<file path="config.mk">
export PLATFORM = sky130hd
export DESIGN_NAME = rx_cmd_decoder
export DESIGN_NICKNAME = d
export VERILOG_FILES = /design/src/rtl/rx_cmd_decoder.sv
export SDC_FILE = /design/constraint.sdc
export NUM_CORES = 1
export LEC_CHECK = 0
export CORE_MARGIN = 5
export CORE_UTILIZATION = 40
export DETAILED_ROUTE_END_ITERATION = 10
export GPL_TIMING_DRIVEN = 0
export HOLD_SLACK_MARGIN = 0.12
export SYNTH_ARGS = -nofsm -noshare
export SYNTH_HDL_FRONTEND = slang
export SYNTH_SLANG_ARGS = --single-unit
</file>
<file path="constraint.sdc">
create_clock -name CLK -period 2.4 [get_ports CLK]
set_input_delay 0.48 -clock CLK [delete_from_list [all_inputs] [get_ports CLK]]
set_output_delay 0.48 -clock CLK [all_outputs]
set_load 0.02 [all_outputs]
</file>
<file path="src/rtl/rx_cmd_decoder.sv">
// rtl/rx_cmd_decoder.sv - UART RX command-frame parser driving register file and ALU requests
module rx_cmd_decoder #(
  parameter int DW          = 8,
  parameter int AW          = 4,
  parameter int TIMEOUT_CYC = 1024
) (
  input  logic          CLK,
  input  logic          RST,
  input  logic [DW-1:0] RX_P_DATA,
  input  logic          RX_D_VLD,
  input  logic          RX_PAR_ERR,
  input  logic          RX_STP_ERR,
  input  logic          RESP_BUSY,
  output logic          RF_WrEn,
  output logic          RF_RdEn,
  output logic [AW-1:0] RF_Address,
  output logic [DW-1:0] RF_WrData,
  output logic          ALU_EN,
  output logic [3:0]    ALU_FUN,
  output logic          CLK_GATE_EN,
  output logic          FRAME_ERR,
  output logic          CMD_BUSY
);

  typedef enum logic [3:0] {
    S_IDLE, S_WR_ADDR, S_WR_DATA, S_RD_ADDR, S_RD_ISSUE,
    S_OPA, S_OPB, S_FUN, S_ALU_GATE, S_ALU_ISSUE
  } state_t;

  localparam int CW = $clog2(TIMEOUT_CYC);
  localparam logic [CW-1:0] CNT_MAX = CW'(TIMEOUT_CYC - 1);

  localparam logic [DW-1:0] CMD_WR  = DW'(8'hAA);
  localparam logic [DW-1:0] CMD_RD  = DW'(8'hBB);
  localparam logic [DW-1:0] CMD_ALU = DW'(8'hCC);
  localparam logic [DW-1:0] CMD_FUN = DW'(8'hDD);

  state_t        state, state_n;
  logic [CW-1:0] cnt, cnt_n;
  logic [AW-1:0] addr_q, addr_n;
  logic [AW-1:0] rf_addr_n;
  logic [DW-1:0] wdata_n;
  logic [3:0]    fun_n;
  logic          wr_en_n, rd_en_n, ferr_n;
  logic          byte_ok, byte_bad;

  assign byte_ok  = RX_D_VLD & ~RX_PAR_ERR & ~RX_STP_ERR;
  assign byte_bad = RX_D_VLD & (RX_PAR_ERR | RX_STP_ERR);

  // State, timeout counter, latched address and every output are registered here
  always_ff @(posedge CLK or negedge RST) begin
    if (!RST) begin
      state       <= S_IDLE;
      cnt         <= '0;
      addr_q      <= '0;
      RF_WrEn     <= 1'b0;
      RF_RdEn     <= 1'b0;
      RF_Address  <= '0;
      RF_WrData   <= '0;
      ALU_EN      <= 1'b0;
      ALU_FUN     <= '0;
      CLK_GATE_EN <= 1'b0;
      FRAME_ERR   <= 1'b0;
      CMD_BUSY    <= 1'b0;
    end else begin
      state       <= state_n;
      cnt         <= cnt_n;
      addr_q      <= addr_n;
      RF_WrEn     <= wr_en_n;
      RF_RdEn     <= rd_en_n;
      RF_Address  <= rf_addr_n;
      RF_WrData   <= wdata_n;
      ALU_FUN     <= fun_n;
      FRAME_ERR   <= ferr_n;
      ALU_EN      <= (state_n == S_ALU_ISSUE);
      CLK_GATE_EN <= (state_n == S_ALU_GATE) || (state_n == S_ALU_ISSUE);
      CMD_BUSY    <= (state_n != S_IDLE);
    end
  end

  // Next-state and next-output decode; data outputs hold unless a strobe is issued
  always_comb begin
    state_n   = state;
    cnt_n     = '0;
    addr_n    = addr_q;
    rf_addr_n = RF_Address;
    wdata_n   = RF_WrData;
    fun_n     = ALU_FUN;
    wr_en_n   = 1'b0;
    rd_en_n   = 1'b0;
    ferr_n    = 1'b0;
    case (state)
      S_IDLE: begin
        if (byte_ok) begin
          case (RX_P_DATA)
            CMD_WR:  state_n = S_WR_ADDR;
            CMD_RD:  state_n = S_RD_ADDR;
            CMD_ALU: state_n = S_OPA;
            CMD_FUN: state_n = S_FUN;
            default: ferr_n = 1'b1;
          endcase
        end else if (byte_bad) begin
          ferr_n = 1'b1;
        end
      end
      S_WR_ADDR, S_WR_DATA, S_RD_ADDR, S_OPA, S_OPB, S_FUN: begin
        if (byte_bad) begin
          state_n = S_IDLE;
          ferr_n  = 1'b1;
        end else if (byte_ok) begin
          case (state)
            S_WR_ADDR: begin
              addr_n  = RX_P_DATA[AW-1:0];
              state_n = S_WR_DATA;
            end
            S_WR_DATA: begin
              wr_en_n   = 1'b1;
              rf_addr_n = addr_q;
              wdata_n   = RX_P_DATA;
              state_n   = S_IDLE;
            end
            S_RD_ADDR: begin
              addr_n = RX_P_DATA[AW-1:0];
              // Issue straight away when the response path is free so the
              // read strobe lands one cycle after the address byte
              if (!RESP_BUSY) begin
                rd_en_n   = 1'b1;
                rf_addr_n = RX_P_DATA[AW-1:0];
                state_n   = S_IDLE;
              end else begin
                state_n = S_RD_ISSUE;
              end
            end
            S_OPA: begin
              wr_en_n   = 1'b1;
              rf_addr_n = '0;
              wdata_n   = RX_P_DATA;
              state_n   = S_OPB;
            end
            S_OPB: begin
              wr_en_n   = 1'b1;
              rf_addr_n = AW'(1);
              wdata_n   = RX_P_DATA;
              state_n   = S_FUN;
            end
            S_FUN: begin
              fun_n   = RX_P_DATA[3:0];
              state_n = S_ALU_GATE;
            end
            default: state_n = S_IDLE;
          endcase
        end else if (cnt == CNT_MAX) begin
          state_n = S_IDLE;
          ferr_n  = 1'b1;
        end else begin
          cnt_n = cnt + 1'b1;
        end
      end
      S_RD_ISSUE: begin
        ferr_n = RX_D_VLD;
        if (!RESP_BUSY) begin
          rd_en_n   = 1'b1;
          rf_addr_n = addr_q;
          state_n   = S_IDLE;
        end
      end
      S_ALU_GATE: begin
        ferr_n = RX_D_VLD;
        if (!RESP_BUSY) state_n = S_ALU_ISSUE;
      end
      S_ALU_ISSUE: begin
        ferr_n  = RX_D_VLD;
        state_n = S_IDLE;
      end
      default: state_n = S_IDLE;
    endcase
  end

endmodule

</file>
==> flow_metrics.py, run 1 <==
metrics = {
    "power_and_ir_drop": {
        "power_leakage_nw": 1.085,
        "p_per_area_mw_per_mm2": 583.2,
        "swShare": 0.2441,
        "p_int_mw": 1.086,
        "combPwrFrac": 0.115,
        "irDropWorstVdd_mv": 0.3344,
        "clkPwrFrac": 0.392,
        "p_seq_frac": 0.494,
        "p_sw_uw": 350.8,
    },
    "layout": {
        "final_cell_mix": "dfrtp_1 (40), clkdlybuf4s50_1 (34), mux2_2 (20), nor2_1 (16)",
        "post-route-util": 0.5251,
        "finalInstanceArea_sq_mm": 0.002464,
        "final_common_cell": "dfrtp_1",
        "final_cells": 266,
        "antenna_cells": 0,
        "nets": 226,
        "syn2layout_area_growth_pct": 27.94,
        "layout-drive-gt1-share": 0.2028,
        "fillers": 425,
    },
    "worst_setup_path": {
        "cpPeakStageDelay_ns": 0.57,
        "crit_path_start": "RX_D_VLD",
        "start_kind": "primary input",
        "regToRegEndpoint": "FRAME_ERR$_DFF_PN0_",
        "cp_data_arrival_time_ns": 2.37,
        "slowest_stage": "clkdlybuf4s50_1",
        "path_cells": "clkdlybuf4s50_1 > nor3b_2 > o2bb2ai_1 > a22oi_1 > nor2_2 > mux2_2",
        "criticalPathCategory": "primary input to flop",
        "rr_startpoint": "state[1]$_DFF_PN0_",
        "ff2ff_setup_slack_ns": 0.40,
        "end_kind": "flop",
        "ff2ff_path_depth": 5,
        "crit_required_ns": 2.59,
        "worstSetupEndpoint": "RF_Address[2]$_DFFE_PN0P_",
        "path_max_fanout": 7,
    },
    "hold_path": {
        "hold_path_class": "primary input to asynchronous set/reset pin",
    },
    "place": {
        "dp.cells": 258,
        "port_buffers": 35,
        "hpwl_mm": 3.380,
        "post-place-ws_ns": -0.3235,
        "placedInstanceArea_sq_mm": 0.002338,
        "gp_congestion": 0.8358,
    },
    "clocking": {
        "clock-root-buffer": "clkbuf_8",
        "post-cts-setup-buffers": 0,
        "clock_path_buffers": 2,
        "numCtsBuffers": 5,
        "cts.clk_slew.worst_paths_ns": 0.08,
        "numClockSinks": 40,
        "clock_latency_ns": 0.29,
        "cts_max_level": 2,
        "cts_tree": "done",
    },
    "sta": {
        "finalHoldViolCount": 0,
        "clock_skew_ns": 0.004080,
        "layout_min_cycle_time_ns": 2.186,
        "slew_headroom": 0.4226,
        "setup_violations": 0,
        "final.setup.tns_ns": 0,
        "rsz0062_at_grt": "no",
        "worstMarginPinSlew_ns": 0.8661,
        "fmax_mhz": 457.6,
        "worst_slack_ns": 0.2145,
        "finalMaxSlewViolations": 0,
        "layout_worst_path_cycle_share": 0.9106,
    },
    "outcome": {
        "status": "complete, no violations",
    },
    "global_route": {
        "grt_max_degree": 41,
        "grtUsageTotal": 0.1587,
        "antenna_found_initial": 0,
        "overflow": 0,
        "grt_pass1_wl_mm": 7.762,
        "grt_pass1_vias": 1597,
    },
    "floorplanning": {
        "die_area_sq_mm": 0.006301,
        "core_sq_mm": 0.004692,
        "fp.dieH_um": 79.38,
        "start_util": 0.4104,
        "rows": 25,
        "ios": 36,
        "die_w_um": 79.38,
    },
    "logic_synthesis": {
        "yosysWarnings": 0,
        "async_reset_ff_frac": 1.000,
        "postSynthAreaPerCell_sq_um": 11.39,
        "syn_inst": 169,
        "synth-main-ff-cell": "dfrtp_1",
        "synth_edf_count": 0,
        "synth_cell_types": 51,
        "synth_fp_nets": 184,
        "netlist_area_sq_mm": 0.001926,
        "yosysSeqAreaShare": 0.5198,
        "ys_ff_latch": 40,
    },
    "routing": {
        "route.detailed.drc": 0,
        "num_vias": 1512,
        "routedWlPerCell_um": 16.96,
        "vias_per_cell": 5.684,
        "dr.pass1.iters": 4,
        "wirelength_mm": 4.512,
        "ant_nets": 0,
        "drtIter0Drc": 109,
    },
    "run": {
        "maxCapViolations": 0,
    },
}
[per-stage QoR]
step	power [mW]	hold WS (ns)
finish	1.437	0.2907
global route	1.501	0.3858
CTS	1.461	0.3244
detailed placement	0.8884	0.4959
global placement	0.8846	0.4758
floorplan	0.8021	0.1844
[Yosys cell counts, types with 2 or more instances]
| cell | count | area share |
|---|---|---|
| nand3_1 | 7 | 0.018 |
| inv_1 | 3 | 0.0058 |
| nand2_1 | 7 | 0.014 |
| and3_2 | 2 | 0.0078 |
| buf_2 | 2 | 0.0052 |
| mux2_2 | 20 | 0.12 |
| and3_1 | 2 | 0.0065 |
| and2_1 | 2 | 0.0065 |
| nand4bb_1 | 2 | 0.012 |
| a22o_1 | 3 | 0.014 |
| nand3b_1 | 2 | 0.0078 |
| nor2_1 | 16 | 0.031 |
| a21o_1 | 2 | 0.0078 |
| a21oi_1 | 7 | 0.018 |
| dfrtp_1 | 40 | 0.52 |
| o21ai_0 | 6 | 0.016 |
| or3_1 | 3 | 0.0097 |
| xor2_1 | 5 | 0.023 |
| o2bb2ai_1 | 2 | 0.0091 |
| nor3_1 | 5 | 0.013 |
[cells by family after synthesis]
family | synth area share
simple gates | 0.1845
fa+ha+maj | 0.006497
xor+xnor | 0.02729
compound gates | 0.1189
buf+inv | 0.02079
mux | 0.1222
flops | 0.5198
[timing repair]
| action | in CTS | in global routing |
|---|---|---|
| hold buffers | 0 | 0 |
| gates resized for setup | 0 | 2 |
| setup endpoints to repair | 0 | 8 |
[how the worst min path moves through the flow]
stage	start	to	slack, ns	cells after the start
global placement	cnt[0]$_DFF_PN0_	cnt[0]$_DFF_PN0_	0.48	1
detailed placement	cnt[0]$_DFF_PN0_	cnt[0]$_DFF_PN0_	0.50	1
finish	RST	addr_q[2]$_DFFE_PN0P_	0.29	1
global route	RST	cnt[8]$_DFF_PN0_	0.39	1
floorplan	RST	ALU_EN$_DFF_PN0_	0.18	0
CTS	RST	state[0]$_DFF_PN0_	0.32	1
[state kept, by name, indices dropped and copies added (netlist names)]
register / count
RF_Address: 4
ALU_EN: 1
state: 4
addr_q: 4
CLK_GATE_EN: 1
cnt: 10
RF_RdEn: 1
FRAME_ERR: 1
CMD_BUSY: 1
RF_WrEn: 1
ALU_FUN: 4
RF_WrData: 8
[layout make-up]
class | count | area (sq um) | area share
plain buffers | 4 | 25.02 | 0.01016
clock buffers | 5 | 68.82 | 0.02793
clock inverters | 3 | 46.29 | 0.01879
inverters | 4 | 15.01 | 0.006094
multi-input cells | 121 | 894.6 | 0.3631
flip-flops and latches | 40 | 1001 | 0.4063
well taps | 54 | 67.56 | 0.02743
repair buffers | 35 | 345.3 | 0.1402
[power by group through the flow]
| stage | Sequential, mW | Combinational (mW) | Clock [mW] |
|---|---|---|---|
| detailed placement | 0.722 | 0.166 | 0 |
| global route | 0.712 | 0.182 | 0.606 |
| finish | 0.709 | 0.165 | 0.563 |
| global placement | 0.721 | 0.164 | 0 |
| floorplan | 0.732 | 0.0699 | 0 |
| CTS | 0.709 | 0.166 | 0.586 |
[critical path, delay by kind of cell]
kind            cells  cell delay, ns
simple gates        2            0.67
buf+inv             1            0.57
mux                 1            0.37
compound gates      2            0.28
[layer usage]
metal  share of wire  track usage  routed length, um
met1            0.43       0.2040               1956
met2            0.48       0.2551               2162
met3           0.075      0.04966                339
met5               0            0                  0
met4           0.012      0.04983                 53
No activity file was read; power rests on OpenSTA's default activity.
==> run 2, diff against run 1 <==
--- a/config.mk
+++ b/config.mk
@@ -6,7 +6,7 @@
 export NUM_CORES = 1
 export LEC_CHECK = 0
 export CORE_MARGIN = 5
-export CORE_UTILIZATION = 40
+export CORE_UTILIZATION = 35
 export DETAILED_ROUTE_END_ITERATION = 10
 export GPL_TIMING_DRIVEN = 0
 export HOLD_SLACK_MARGIN = 0.12
==> run 2 against run 1 <==
Via count down 3.9%. Highest routed layer unchanged. Sequential cell count unchanged. First-iteration DRC count down 39%. Largest cell class unchanged. Critical path type unchanged.
==> flow_metrics.py, run 2 (synthesis results as in run 1) <==
metrics = {
    "routing": {
        "wirelength_mm": 4.208,
        "num_vias": 1453,
        "ant_nets": 0,
        "dr.pass1.iters": 4,
        "vias_per_cell": 5.080,
        "drtIter0Drc": 66,
        "routedWlPerCell_um": 14.71,
        "route.detailed.drc": 0,
    },
    "sta": {
        "fmax_mhz": 447.9,
        "setup_violations": 0,
        "worstMarginPinSlew_ns": 0.8202,
        "worst_slack_ns": 0.1675,
        "rsz0062_at_grt": "no",
        "finalHoldViolCount": 0,
        "slew_headroom": 0.4490,
        "layout_min_cycle_time_ns": 2.233,
        "finalMaxSlewViolations": 0,
        "whs_ns": 0.5003,
        "clock_skew_ns": 0.009378,
        "layout_worst_path_cycle_share": 0.9302,
    },
    "layout": {
        "final_cell_mix": "dfrtp_1 (40), clkdlybuf4s50_1 (34), mux2_2 (20), nor2_1 (16)",
        "syn2layout_area_growth_pct": 30.73,
        "largest_reg_flops": 10,
        "final_common_cell": "dfrtp_1",
        "antenna_cells": 0,
        "regMostFlops": "cnt",
        "top_regs": "cnt: 10 flops, RF_WrData: 8 flops",
        "post-route-util": 0.4628,
        "layout-drive-gt1-share": 0.2009,
        "nets": 228,
    },
    "global_route": {
        "antenna_found_initial": 0,
        "grt_util_met1": 0.1821,
        "grt_pass1_vias": 1510,
        "grt_pass1_wl_mm": 7.507,
        "top_usage_layer": "met2",
        "overflow": 0,
        "met2_usage": 0.1923,
        "grt_max_degree": 26,
        "grtUsageTotal": 0.1302,
        "grt_use_met3": 0.04220,
    },
    "run": {
        "maxCapViolations": 0,
    },
    "clocking": {
        "numCtsBuffers": 5,
        "clock_latency_ns": 0.29,
        "cts_tree": "done",
        "post-cts-setup-buffers": 0,
        "clock-root-buffer": "clkbuf_8",
        "cts_max_level": 2,
        "cts.clk_slew.worst_paths_ns": 0.08,
        "numClockSinks": 40,
        "clock_path_buffers": 2,
    },
    "worst_setup_path": {
        "cp_data_arrival_time_ns": 2.42,
        "crit_required_ns": 2.59,
        "start_kind": "primary input",
        "ff2ff_path_depth": 4,
        "rr_startpoint": "state[3]$_DFF_PN0_",
        "regToRegEndpoint": "ALU_FUN[1]$_DFFE_PN0P_",
        "ff2ff_setup_slack_ns": 0.38,
        "criticalPathCategory": "primary input to flop",
        "path_max_fanout": 7,
        "end_kind": "flop",
        "crit_path_start": "RX_D_VLD",
    },
    "floorplanning": {
        "rows": 27,
        "die_w_um": 84.18,
        "ios": 36,
        "fp.dieH_um": 84.18,
        "start_util": 0.3540,
        "core_sq_mm": 0.005439,
        "die_area_sq_mm": 0.007085,
    },
    "hold_path": {
        "hold_path_class": "flop to flop",
        "hold_end": "cnt[0]$_DFF_PN0_",
        "hold_start": "cnt[0]$_DFF_PN0_",
        "min_path_cells": 1,
    },
    "power_and_ir_drop": {
        "power_leakage_nw": 1.106,
        "p_per_area_mw_per_mm2": 577.6,
        "irDropWorstVdd_mv": 0.3950,
    },
    "place": {
        "post-place-ws_ns": -0.2253,
        "gp_congestion": 0.8930,
        "port_buffers": 35,
        "hpwl_mm": 3.068,
    },
    "outcome": {
        "status": "complete, no violations",
    },
}
-- run 2: metrics by stage --
stage | total power [mW] | setup TNS (ns) | std cells | instance area (sq um)
2_1_floorplan | 0.8021 | 0 | 169 | 1926
3_3_place_gp | 0.8853 | -9.318 | 276 | 2366
3_5_place_dp | 0.8894 | -1.521 | 277 | 2381
4_1_cts | 1.478 | 0 | 286 | 2512
5_1_grt | 1.528 | 0 | 286 | 2517
6_report | 1.454 | 0 | 286 | 2517
-- run 2: area by class of cell --
class | count | area [sq um]
fillers | 515 | 2922
repair buffers | 37 | 375.4
clock buffers | 6 | 82.58
inverters | 4 | 15.01
flip-flops and latches | 40 | 1001
plain buffers | 4 | 25.02
clock inverters | 2 | 38.79
multi-input cells | 121 | 889.6
well taps | 72 | 90.09
-- run 2: where the power goes --
group          switching, mW  leakage (nW)  internal (mW)
registers             0.0121         0.553          0.696
clock network          0.239        0.0614          0.340
logic                 0.0858         0.491         0.0812
-- run 2: worst max path at each step --
stage / endpoint / slack (ns) / cells after the start
after floorplan: CMD_BUSY$_DFF_PN0_ / 0.60 / 6
after global placement: RF_Address[1]$_DFFE_PN0P_ / -0.23 / 6
after detailed placement: RF_Address[2]$_DFFE_PN0P_ / -0.23 / 6
after CTS: RF_Address[1]$_DFFE_PN0P_ / 0.08 / 6
after global routing: ALU_FUN[1]$_DFFE_PN0P_ / 0.03 / 4
final: ALU_FUN[1]$_DFFE_PN0P_ / 0.17 / 4
-- run 2: layer usage --
layer / vias to the layer above / share of wire
met3: 5 / 0.072
met2: 49 / 0.44
met1: 682 / 0.48
met4: 0 / 0.010
li1: 717 / -
met5: - / 0
-- run 2: critical path: stages --
cell and delay (ns):
clkdlybuf4s50_1 0.59, nand3_1 0.24, nor3_1 0.69, mux2_2 0.41
-- run 2: what timing repair did --
action | CTS | global route
setup endpoints to repair | 0 | 4
gates resized for setup | 0 | 1
hold endpoints to repair | 15 | 0
hold buffers | 1 | 0
==> run 3, diff against run 2 <==
--- a/config.mk
+++ b/config.mk
@@ -5,6 +5,7 @@
 export SDC_FILE = /design/constraint.sdc
 export NUM_CORES = 1
 export LEC_CHECK = 0
+export ABC_AREA = 1
 export CORE_MARGIN = 5
 export CORE_UTILIZATION = 35
 export DETAILED_ROUTE_END_ITERATION = 10
==> run 3 against run 2 <==
Worst hold slack worse by 0.021 ns. Maximum frequency grew 19%. Worst setup slack better by 0.36 ns. Die area is 3.5% higher. Wire length is 3.3% higher. Via count rose by 14%. Total power rose by 9.9%. Sequential power rose by 3%. Clock-buffer cell count is the same. Clock power fell by 6.7%. Critical endpoint is now RF_Address[0]$_DFFE_PN0P_.
==> flow_metrics.py, run 3 <==
metrics = {
    "outcome": {
        "status": "complete, no violations",
    },
    "power_and_ir_drop": {
        "p_sw_uw": 455.6,
        "combPwrFrac": 0.208,
        "swShare": 0.2852,
        "p_int_mw": 1.142,
        "p_per_area_mw_per_mm2": 620.2,
        "power_leakage_nw": 1.221,
        "clkPwrFrac": 0.338,
        "p_seq_frac": 0.455,
        "finalPower_mw": 1.598,
        "irDropWorstVdd_mv": 0.3739,
    },
    "logic_synthesis": {
        "synth_top_area_share": 0.4997,
        "netlist_area_sq_mm": 0.002003,
        "ys_ff_latch": 40,
        "synth_edf_count": 0,
        "yosysSeqAreaShare": 0.4997,
        "postSynthAreaPerCell_sq_um": 8.143,
        "synth_area_leader_cell": "dfrtp_1",
        "synth.area.top_cells": "dfrtp_1 (50%), nand2_1 (14%), nand3_1 (5.2%)",
        "async_reset_ff_frac": 1.000,
        "synth_fp_nets": 261,
        "yosys-top-cells-count": "nand2_1 (77), dfrtp_1 (40), nor2_1 (24), inv_1 (23), nand3_1 (21)",
        "synth-main-ff-cell": "dfrtp_1",
        "syn_inst": 246,
        "yosysWarnings": 0,
        "synth_cell_types": 26,
        "synth.most_common_cell": "nand2_1",
    },
    "sta": {
        "rsz0062_at_grt": "no",
        "setup_violations": 0,
        "layout_min_cycle_time_ns": 1.871,
        "layout_worst_path_cycle_share": 0.7796,
        "worstMarginPinSlew_ns": 0.3774,
        "fmax_mhz": 534.4,
        "clock_skew_ns": 0.008936,
        "slew_headroom": 0.7477,
        "final.setup.tns_ns": 0,
        "finalMaxSlewViolations": 0,
        "finalHoldViolCount": 0,
    },
    "clocking": {
        "post-cts-setup-buffers": 0,
        "cts_max_level": 2,
        "clock_latency_ns": 0.29,
        "cts_tree": "done",
        "numClockSinks": 40,
        "numCtsBuffers": 5,
        "clock-root-buffer": "clkbuf_8",
        "cts.clk_slew.worst_paths_ns": 0.08,
        "clock_path_buffers": 2,
    },
    "routing": {
        "wirelength_mm": 4.346,
        "route.detailed.drc": 0,
        "dr.pass1.iters": 4,
        "vias_per_cell": 4.579,
        "drtIter0Drc": 71,
        "num_vias": 1662,
        "ant_nets": 0,
        "routedWlPerCell_um": 11.97,
    },
    "global_route": {
        "grt_pass1_vias": 1633,
        "grt_max_degree": 28,
        "grt_pass1_wl_mm": 7.590,
        "overflow": 0,
        "antenna_found_initial": 0,
        "grtUsageTotal": 0.1308,
    },
    "floorplanning": {
        "fp.dieH_um": 85.65,
        "rows": 27,
        "start_util": 0.3616,
        "die_area_sq_mm": 0.007336,
        "core_sq_mm": 0.005540,
        "die_w_um": 85.65,
        "ios": 36,
    },
    "worst_setup_path": {
        "path_cells": "clkdlybuf4s50_1 > nor2_2 > inv_2 > nor2_2 > nor2_1 > nor3b_4 > nand2_1 > nand2_1 > nand2_1",
        "crit_top_cell": "nand2_1",
        "path_max_fanout": 7,
        "cp_data_arrival_time_ns": 2.06,
        "criticalPathCategory": "primary input to flop",
        "start_kind": "primary input",
        "cpPeakStageDelay_ns": 0.41,
        "crit_required_ns": 2.59,
        "end_kind": "flop",
        "slowest_stage": "clkdlybuf4s50_1",
    },
    "layout": {
        "syn2layout_area_growth_pct": 28.61,
        "nets": 305,
        "regMostFlops": "cnt",
        "largest_reg_flops": 10,
        "fillers": 572,
        "final_cell_mix": "nand2_1 (77), dfrtp_1 (40), clkdlybuf4s50_1 (34), nor2_1 (24), inv_1 (23)",
        "layout-drive-gt1-share": 0.1306,
        "antenna_cells": 0,
        "top_regs": "cnt: 10 flops, RF_WrData: 8 flops",
        "final_common_cell": "nand2_1",
    },
    "place": {
        "gp_congestion": 0.8786,
        "port_buffers": 35,
        "hpwl_mm": 3.354,
    },
    "run": {
        "maxCapViolations": 0,
    },
    "hold_path": {
        "hold_path_class": "flop to flop",
    },
}
run 3: cell count changes in the layout (fill, tap and decap cells not counted), sizes merged, moves of 3 or more:
| cell | previous run | this run |
|---|---|---|
| nand3 | 7 | 23 |
| a21oi | 8 | 5 |
| nor2 | 18 | 31 |
| inv | 3 | 30 |
| nor3 | 5 | 2 |
| o21ai | 7 | 22 |
| or3 | 3 | 0 |
| mux2 | 20 | 0 |
| nand4 | 2 | 5 |
| xor2 | 5 | 2 |
| and3 | 4 | 0 |
| a22o | 3 | 0 |
| nand2 | 7 | 79 |
run 3: cells by family (layout without fill, tap and decap cells):
kind of cell | after synthesis | in the layout | share of synthesized area
adder cells (fa/ha/maj) | 1 | 1 | 0.006245
buffers and inverters | 31 | 76 | 0.06184
AO/OA/AOI/OAI | 30 | 30 | 0.09806
XOR/XNOR | 2 | 2 | 0.008746
AND/OR/NAND/NOR | 142 | 142 | 0.3254
flip-flops | 40 | 40 | 0.4997
run 3: path summary, 6_finish.rpt:
path	startpoint	end	slack, ns	cells after the start
max reg2reg	cnt[0]$_DFF_PN0_	CMD_BUSY$_DFF_PN0_	0.64	10
min in group asynchronous	RST	state[2]$_DFF_PN0_	0.62	2
min	RF_Address[3]$_DFFE_PN0P_	RF_Address[3]$_DFFE_PN0P_	0.48	2
min reg2reg	RF_Address[3]$_DFFE_PN0P_	RF_Address[3]$_DFFE_PN0P_	0.48	2
max	RX_PAR_ERR	RF_Address[0]$_DFFE_PN0P_	0.53	9
max in group asynchronous	RST	cnt[6]$_DFF_PN0_	1.32	3
run 3: critical path, delay by kind of cell:
kind                   cells  cell delay (ns)
buffers and inverters      2             0.47
and+or+nand+nor            7             1.12
run 3: area by class of cell:
cell class                 count  area, sq um  share of cell area
clock inverter                 2        35.03             0.01360
inverter                      30        112.6             0.04371
clock buffer                   6        72.57             0.02817
tap                           72        90.09             0.03497
timing repair buffer          37        375.4              0.1457
multi-input combinational    175        878.3              0.3409
buffer                         1        11.26            0.004371
sequential                    40         1001              0.3885
run 3: repair_timing:
item,in CTS,in global routing
endpoints found under the setup margin,0,0
hold buffers,1,0
hold endpoints to repair,13,0
resized for setup,0,0
run 3: metal layers:
layer / track usage / vias up / wire length, um
met5: 0 / - / 0
met4: 0.05468 / 0 / 84
met3: 0.03554 / 10 / 208
met2: 0.1984 / 33 / 1969
met1: 0.1758 / 746 / 2084
li1: - / 873 / -
run 3: metrics by stage:
stage	hold WS (ns)	cell area [sq um]	instances	utilization	worst slack, ns
2_1_floorplan	0.1844	2003	246	-	0.8489
3_3_place_gp	0.4596	2444	353	0.4411	-0.2226
3_5_place_dp	0.4160	2459	354	0.4438	0.2069
4_1_cts	0.4844	2576	363	0.4650	0.5224
5_1_grt	0.5020	2576	363	0.4650	0.3802
6_report	0.4794	2576	363	0.4650	0.5289
run 3: power by group through the flow:
stage          sequential [mW]  combinational [mW]  clock, mW
5_1_grt                  0.730               0.367      0.587
3_3_place_gp             0.741               0.329          0
6_report                 0.726               0.332      0.540
2_1_floorplan            0.774               0.161          0
3_5_place_dp             0.740               0.334          0
4_1_cts                  0.727               0.337      0.557
==> variant 1 (config.mk and constraints of run 1) <==
Register the inputs `RX_P_DATA`, `RX_D_VLD`, `RX_PAR_ERR`, `RX_STP_ERR` and `RESP_BUSY` before use, cleared by the reset. The logic sees them one clock later.
--- a/src/rtl/rx_cmd_decoder.sv
+++ b/src/rtl/rx_cmd_decoder.sv
@@ -35,6 +35,28 @@
   localparam logic [DW-1:0] CMD_ALU = DW'(8'hCC);
   localparam logic [DW-1:0] CMD_FUN = DW'(8'hDD);
 
+  logic [DW-1:0] RX_P_DATA_q;
+  logic RX_D_VLD_q;
+  logic RX_PAR_ERR_q;
+  logic RX_STP_ERR_q;
+  logic RESP_BUSY_q;
+
+  always_ff @(posedge CLK or negedge RST) begin
+    if (!RST) begin
+      RX_P_DATA_q  <= '0;
+      RX_D_VLD_q   <= '0;
+      RX_PAR_ERR_q <= '0;
+      RX_STP_ERR_q <= '0;
+      RESP_BUSY_q  <= '0;
+    end else begin
+      RX_P_DATA_q  <= RX_P_DATA;
+      RX_D_VLD_q   <= RX_D_VLD;
+      RX_PAR_ERR_q <= RX_PAR_ERR;
+      RX_STP_ERR_q <= RX_STP_ERR;
+      RESP_BUSY_q  <= RESP_BUSY;
+    end
+  end
+
   state_t        state, state_n;
   logic [CW-1:0] cnt, cnt_n;
   logic [AW-1:0] addr_q, addr_n;
@@ -44,8 +66,8 @@
   logic          wr_en_n, rd_en_n, ferr_n;
   logic          byte_ok, byte_bad;
 
-  assign byte_ok  = RX_D_VLD & ~RX_PAR_ERR & ~RX_STP_ERR;
-  assign byte_bad = RX_D_VLD & (RX_PAR_ERR | RX_STP_ERR);
+  assign byte_ok  = RX_D_VLD_q & ~RX_PAR_ERR_q & ~RX_STP_ERR_q;
+  assign byte_bad = RX_D_VLD_q & (RX_PAR_ERR_q | RX_STP_ERR_q);
 
   // State, timeout counter, latched address and every output are registered here
   always_ff @(posedge CLK or negedge RST) begin
@@ -92,7 +114,7 @@
     case (state)
       S_IDLE: begin
         if (byte_ok) begin
-          case (RX_P_DATA)
+          case (RX_P_DATA_q)
             CMD_WR:  state_n = S_WR_ADDR;
             CMD_RD:  state_n = S_RD_ADDR;
             CMD_ALU: state_n = S_OPA;
@@ -110,22 +132,22 @@
         end else if (byte_ok) begin
           case (state)
             S_WR_ADDR: begin
-              addr_n  = RX_P_DATA[AW-1:0];
+              addr_n  = RX_P_DATA_q[AW-1:0];
               state_n = S_WR_DATA;
             end
             S_WR_DATA: begin
               wr_en_n   = 1'b1;
               rf_addr_n = addr_q;
-              wdata_n   = RX_P_DATA;
+              wdata_n   = RX_P_DATA_q;
               state_n   = S_IDLE;
             end
             S_RD_ADDR: begin
-              addr_n = RX_P_DATA[AW-1:0];
+              addr_n = RX_P_DATA_q[AW-1:0];
               // Issue straight away when the response path is free so the
               // read strobe lands one cycle after the address byte
-              if (!RESP_BUSY) begin
+              if (!RESP_BUSY_q) begin
                 rd_en_n   = 1'b1;
-                rf_addr_n = RX_P_DATA[AW-1:0];
+                rf_addr_n = RX_P_DATA_q[AW-1:0];
                 state_n   = S_IDLE;
               end else begin
                 state_n = S_RD_ISSUE;
@@ -134,17 +156,17 @@
             S_OPA: begin
               wr_en_n   = 1'b1;
               rf_addr_n = '0;
-              wdata_n   = RX_P_DATA;
+              wdata_n   = RX_P_DATA_q;
               state_n   = S_OPB;
             end
             S_OPB: begin
               wr_en_n   = 1'b1;
               rf_addr_n = AW'(1);
-              wdata_n   = RX_P_DATA;
+              wdata_n   = RX_P_DATA_q;
               state_n   = S_FUN;
             end
             S_FUN: begin
-              fun_n   = RX_P_DATA[3:0];
+              fun_n   = RX_P_DATA_q[3:0];
               state_n = S_ALU_GATE;
             end
             default: state_n = S_IDLE;
@@ -157,19 +179,19 @@
         end
       end
       S_RD_ISSUE: begin
-        ferr_n = RX_D_VLD;
-        if (!RESP_BUSY) begin
+        ferr_n = RX_D_VLD_q;
+        if (!RESP_BUSY_q) begin
           rd_en_n   = 1'b1;
           rf_addr_n = addr_q;
           state_n   = S_IDLE;
         end
       end
       S_ALU_GATE: begin
-        ferr_n = RX_D_VLD;
-        if (!RESP_BUSY) state_n = S_ALU_ISSUE;
+        ferr_n = RX_D_VLD_q;
+        if (!RESP_BUSY_q) state_n = S_ALU_ISSUE;
       end
       S_ALU_ISSUE: begin
-        ferr_n  = RX_D_VLD;
+        ferr_n  = RX_D_VLD_q;
         state_n = S_IDLE;
       end
       default: state_n = S_IDLE;
Function: changed (Yosys sat finds a counterexample within 4 cycles, from zero or initial values and one cycle with RST low).
==> variant 1 against run 1 <==
  * Non-clock buffer count up 1
  * Area after synthesis up 16%
  * Design area up 13%
  * Sequential cell count up 12
  * Utilization down 1.5 points
  * Worst setup slack better by 39 ps
  * Wire length down 2.0%
  * Total power up 17%
  * Sequential power up 32%
  * Critical path type is now reg -> reg
  * Largest power group unchanged
==> variant 1: results <==
{
  "outcome": "finished, final reports clean",
  "tightestPinTransition_ps": 995.3,
  "largestRegisters": "cnt x10, RF_WrData x8, RX_P_DATA_q x8",
  "critPathMaxStageDelay_ps": 800,
  "r2r-start": "state[3]",
  "met3_usage_pct": 3.827,
  "cp_data_arrival_time_ps": 2340,
  "grt_pass1_vias": 1609,
  "gr-usage-met1_pct": 17.71,
  "ys_top_cells_by_count": "dfrtp_1, mux2_2, nor2_1",
  "drt-initial-drc-count": 53,
  "nNetsFinal": 239,
  "place_hpwl_mm": 3.270,
  "ys_seq_area_share_pct": 58.46,
  "viasPerCell": 5.098,
  "reg2regPathDepth": 4,
  "r2r_slack_ps": 250,
  "p_leak_uw": 0.001233,
  "grt_pass1_wl_mm": 7.852,
  "wire_per_inst_um": 14.89,
  "drive_gt1_share_pct": 18.67,
  "use_met2_pct": 21.57,
  "slowest_stage": "nor3_1",
  "grt_max_degree": 28,
  "synth_area_leaders": "dfrtp_1, mux2_2, nor2_1",
  "syn-num-nets": 196,
  "fin_worst_skew_ps": 3.725,
  "track_usage_pct": 13.51,
  "antenna_cells": 0,
  "r2r-end": "ALU_FUN[1]",
  "peakVddDrop_mv": 0.3453
}
## variant 1: final cells by class
type                    instances  area (sq um)
plain buffers                   4         25.02
clock buffers                   5         68.82
clock inverters                 3         42.54
fillers                       517          2680
inverters                       4         15.01
multi-input cells             121         884.6
flip-flops and latches         52          1301
well taps                      72         90.09
repair buffers                 36         365.4
## variant 1: cells by family (layout without fill, tap and decap cells)
| kind of cell | Yosys count | after routing | share of synthesized area (%) |
|---|---|---|---|
| simple gates | 60 | 60 | 15.96 |
| flops | 52 | 52 | 58.46 |
| compound gates | 33 | 33 | 10.29 |
| mux | 21 | 21 | 10.57 |
| buf+inv | 8 | 52 | 1.798 |
| xor+xnor | 6 | 6 | 2.361 |
| fa+ha+maj | 1 | 1 | 0.5620 |
## variant 1: power by group
group,total [uW],switching (uW),internal (uW)
combinational,157,77.6,79.9
sequential,935,26.1,909
clock,595,286,309
## variant 1: worst max-delay path by stage
stage	to	slack, ps	cells after the start	from
after global routing	ALU_FUN[0]	70	4	state[3]
after detailed placement	ALU_FUN[1]	250	4	state[3]
after floorplan	CMD_BUSY	600	6	cnt[0]
final	ALU_FUN[1]	250	4	state[3]
after global placement	RF_WrData[5]	-680	1	RST
after CTS	ALU_FUN[0]	240	4	state[3]
## variant 1: stage by stage
step	instances	setup WS, ps	TNS, ps
after floorplan	181	604.7	0
after global placement	288	-675.9	-34980
after detailed placement	289	245.8	0
after CTS	297	236.0	0
after global routing	297	70.15	0
final	297	253.8	0
## variant 1: layer usage
| layer | vias to the layer above | part of all wire [%] |
|---|---|---|
| li1 | 745 | - |
| met2 | 29 | 48 |
| met4 | 0 | 1.3 |
| met5 | - | 0 |
| met1 | 733 | 46 |
| met3 | 7 | 4.4 |
==> variant 2 (settings of run 1) <==
Without the edit above. The parameter `AW` goes from 4 to 6.
--- a/src/rtl/rx_cmd_decoder.sv
+++ b/src/rtl/rx_cmd_decoder.sv
@@ -1,7 +1,7 @@
 // rtl/rx_cmd_decoder.sv - UART RX command-frame parser driving register file and ALU requests
 module rx_cmd_decoder #(
   parameter int DW          = 8,
-  parameter int AW          = 4,
+  parameter int AW          = 6,
   parameter int TIMEOUT_CYC = 1024
 ) (
   input  logic          CLK,
Ports: changed (resized RF_Address); port bits go from 36 to 38. The function was not compared with the original's and may differ.
==> variant 2 against run 1 <==
  * Final cell count rose by 11%
  * Worst setup slack got worse by 91 ps
  * First-iteration DRC count rose by 53%
  * Design area rose by 11%
  * Area after synthesis rose by 11%
  * Sequential cell count rose by 4
  * Wire length rose by 3.1%
  * Global-route usage fell by 1.8 points
  * Synthesized cell count rose by 5.9%
  * Critical path type unchanged
Power is not compared: it rests on default switching activity, and its combinational part moved more than twofold at a synthesized area within 25%.
==> variant 2: results <==
{
  "outcome": "finished, final reports clean",
  "wl_met2_mm": 2.210,
  "finalNonFillerCells": 294,
  "place_area_sq_um": 2611,
  "cts_made_buffers": 5,
  "powerDensity_nw_per_um2": 665.6,
  "largestRegisters": "cnt x10, RF_WrData x8",
  "nNetsFinal": 238,
  "insertion_delay_ps": 290,
  "ys_seq_area_share_pct": 51.43,
  "gr-usage-met1_pct": 18.86,
  "syn-num-nets": 194,
  "drtAntennaViolNets": 0,
  "root_buffer": "clkbuf_8",
  "cts_resized": 0,
  "async_flop_share_pct": 100.0,
  "yosys.cell_types.count": 51,
  "ys_warn_count": 0,
  "post_cts_buffers": 0,
  "cp_data_arrival_time_ps": 2450,
  "antenna_found_initial": 0,
  "fin_worst_skew_ps": 7.184,
  "pre_cts_ws_ps": -174.2,
  "p_leak_uw": 0.001205,
  "clk_path_buf_depth": 2,
  "synth_area_leaders": "dfrtp_1, mux2_1, mux2_4",
  "grt_max_degree": 26,
  "grt_pass1_wl_mm": 7.990,
  "p_int_uw": 1335,
  "synth_ff_type": "dfrtp_1",
  "peakVddDrop_mv": 0.3671,
  "drive_gt1_share_pct": 14.73,
  "reg2regPathDepth": 5,
  "antenna_cells": 0,
  "wl_met3_um": 231,
  "grt_pass1_vias": 1577,
  "slew_violations": 0,
  "top_layer": "met4",
  "use_met2_pct": 21.94,
  "synth_cells": 179,
  "ys_top_cells_by_count": "dfrtp_1, mux2_1, nor2_1",
  "wire_per_inst_um": 15.82,
  "routedLengthMet1_mm": 2.155,
  "viasPerCell": 5.313,
  "powerComb_uw": 383,
  "slew_headroom_pct": 57.62,
  "place_hpwl_mm": 3.477,
  "cts_max_level": 2,
  "holdCritPathClass": "in -> async",
  "clkTransAtPathRegs_ps": 80,
  "path_max_fanout": 10,
  "track_usage_pct": 14.09,
  "yosysTopAreaCell": "dfrtp_1",
  "drt-initial-drc-count": 167,
  "gp_congestion": 0.8691,
  "seqPwrFrac_pct": 47.9,
  "io_buffers": 36,
  "layout_commonest_cell": "dfrtp_1",
  "drt_pre_antenna_iters": 4,
  "met3_usage_pct": 4.158
}
variant 2: changes by cell type in the layout (fill, tap and decap cells not counted), moves of 3 or more:
| cell | before | now |
|---|---|---|
| mux2_2 | 20 | 4 |
| mux2_1 | 0 | 14 |
| mux2_4 | 0 | 6 |
| a21oi_1 | 7 | 2 |
| dfrtp_1 | 40 | 44 |
| nor2b_1 | 0 | 4 |
| o21ai_0 | 6 | 2 |
| a22o_1 | 3 | 6 |
| nor4_1 | 0 | 3 |
| or3_1 | 3 | 0 |
| xnor2_1 | 1 | 4 |
variant 2: area by class of cell:
type | count | area, sq um
Clock inverter | 3 | 42.54
Tap cell | 70 | 87.58
Fill cell | 470 | 2417
Sequential cell | 44 | 1101
Timing Repair Buffer | 37 | 382.9
Buffer | 8 | 38.79
Inverter | 3 | 11.26
Clock buffer | 5 | 68.82
Multi-Input combinational cell | 124 | 989.7
variant 2: critical path, stage by stage:
cell and delay, ps:
clkdlybuf4s50_1 500, nor3b_4 350, nand2_2 170, a21oi_4 350, nor2_1 230, mux2_1 360
variant 2: cells by family after synthesis:
family / Yosys count / synth area share [%]
AND/OR/NAND/NOR: 59 / 16.07
flip-flops: 44 / 51.43
AO/OA/AOI/OAI: 31 / 12.22
multiplexers: 24 / 13.68
buffers and inverters: 11 / 2.338
XOR/XNOR: 9 / 3.682
adder cells (fa/ha/maj): 1 / 0.5844
variant 2: final timing paths:
check | slack [ps] | startpoint | end
max in group asynchronous | 1770 | RST | addr_q[0]
hold reg to reg | 490 | cnt[0] | cnt[0]
hold / removal | 140 | RST | cnt[6]
min in group CLK | 420 | RX_D_VLD | cnt[8]
setup / recovery | 120 | RX_PAR_ERR | RF_Address[2]
setup reg to reg | 340 | state[0] | CMD_BUSY
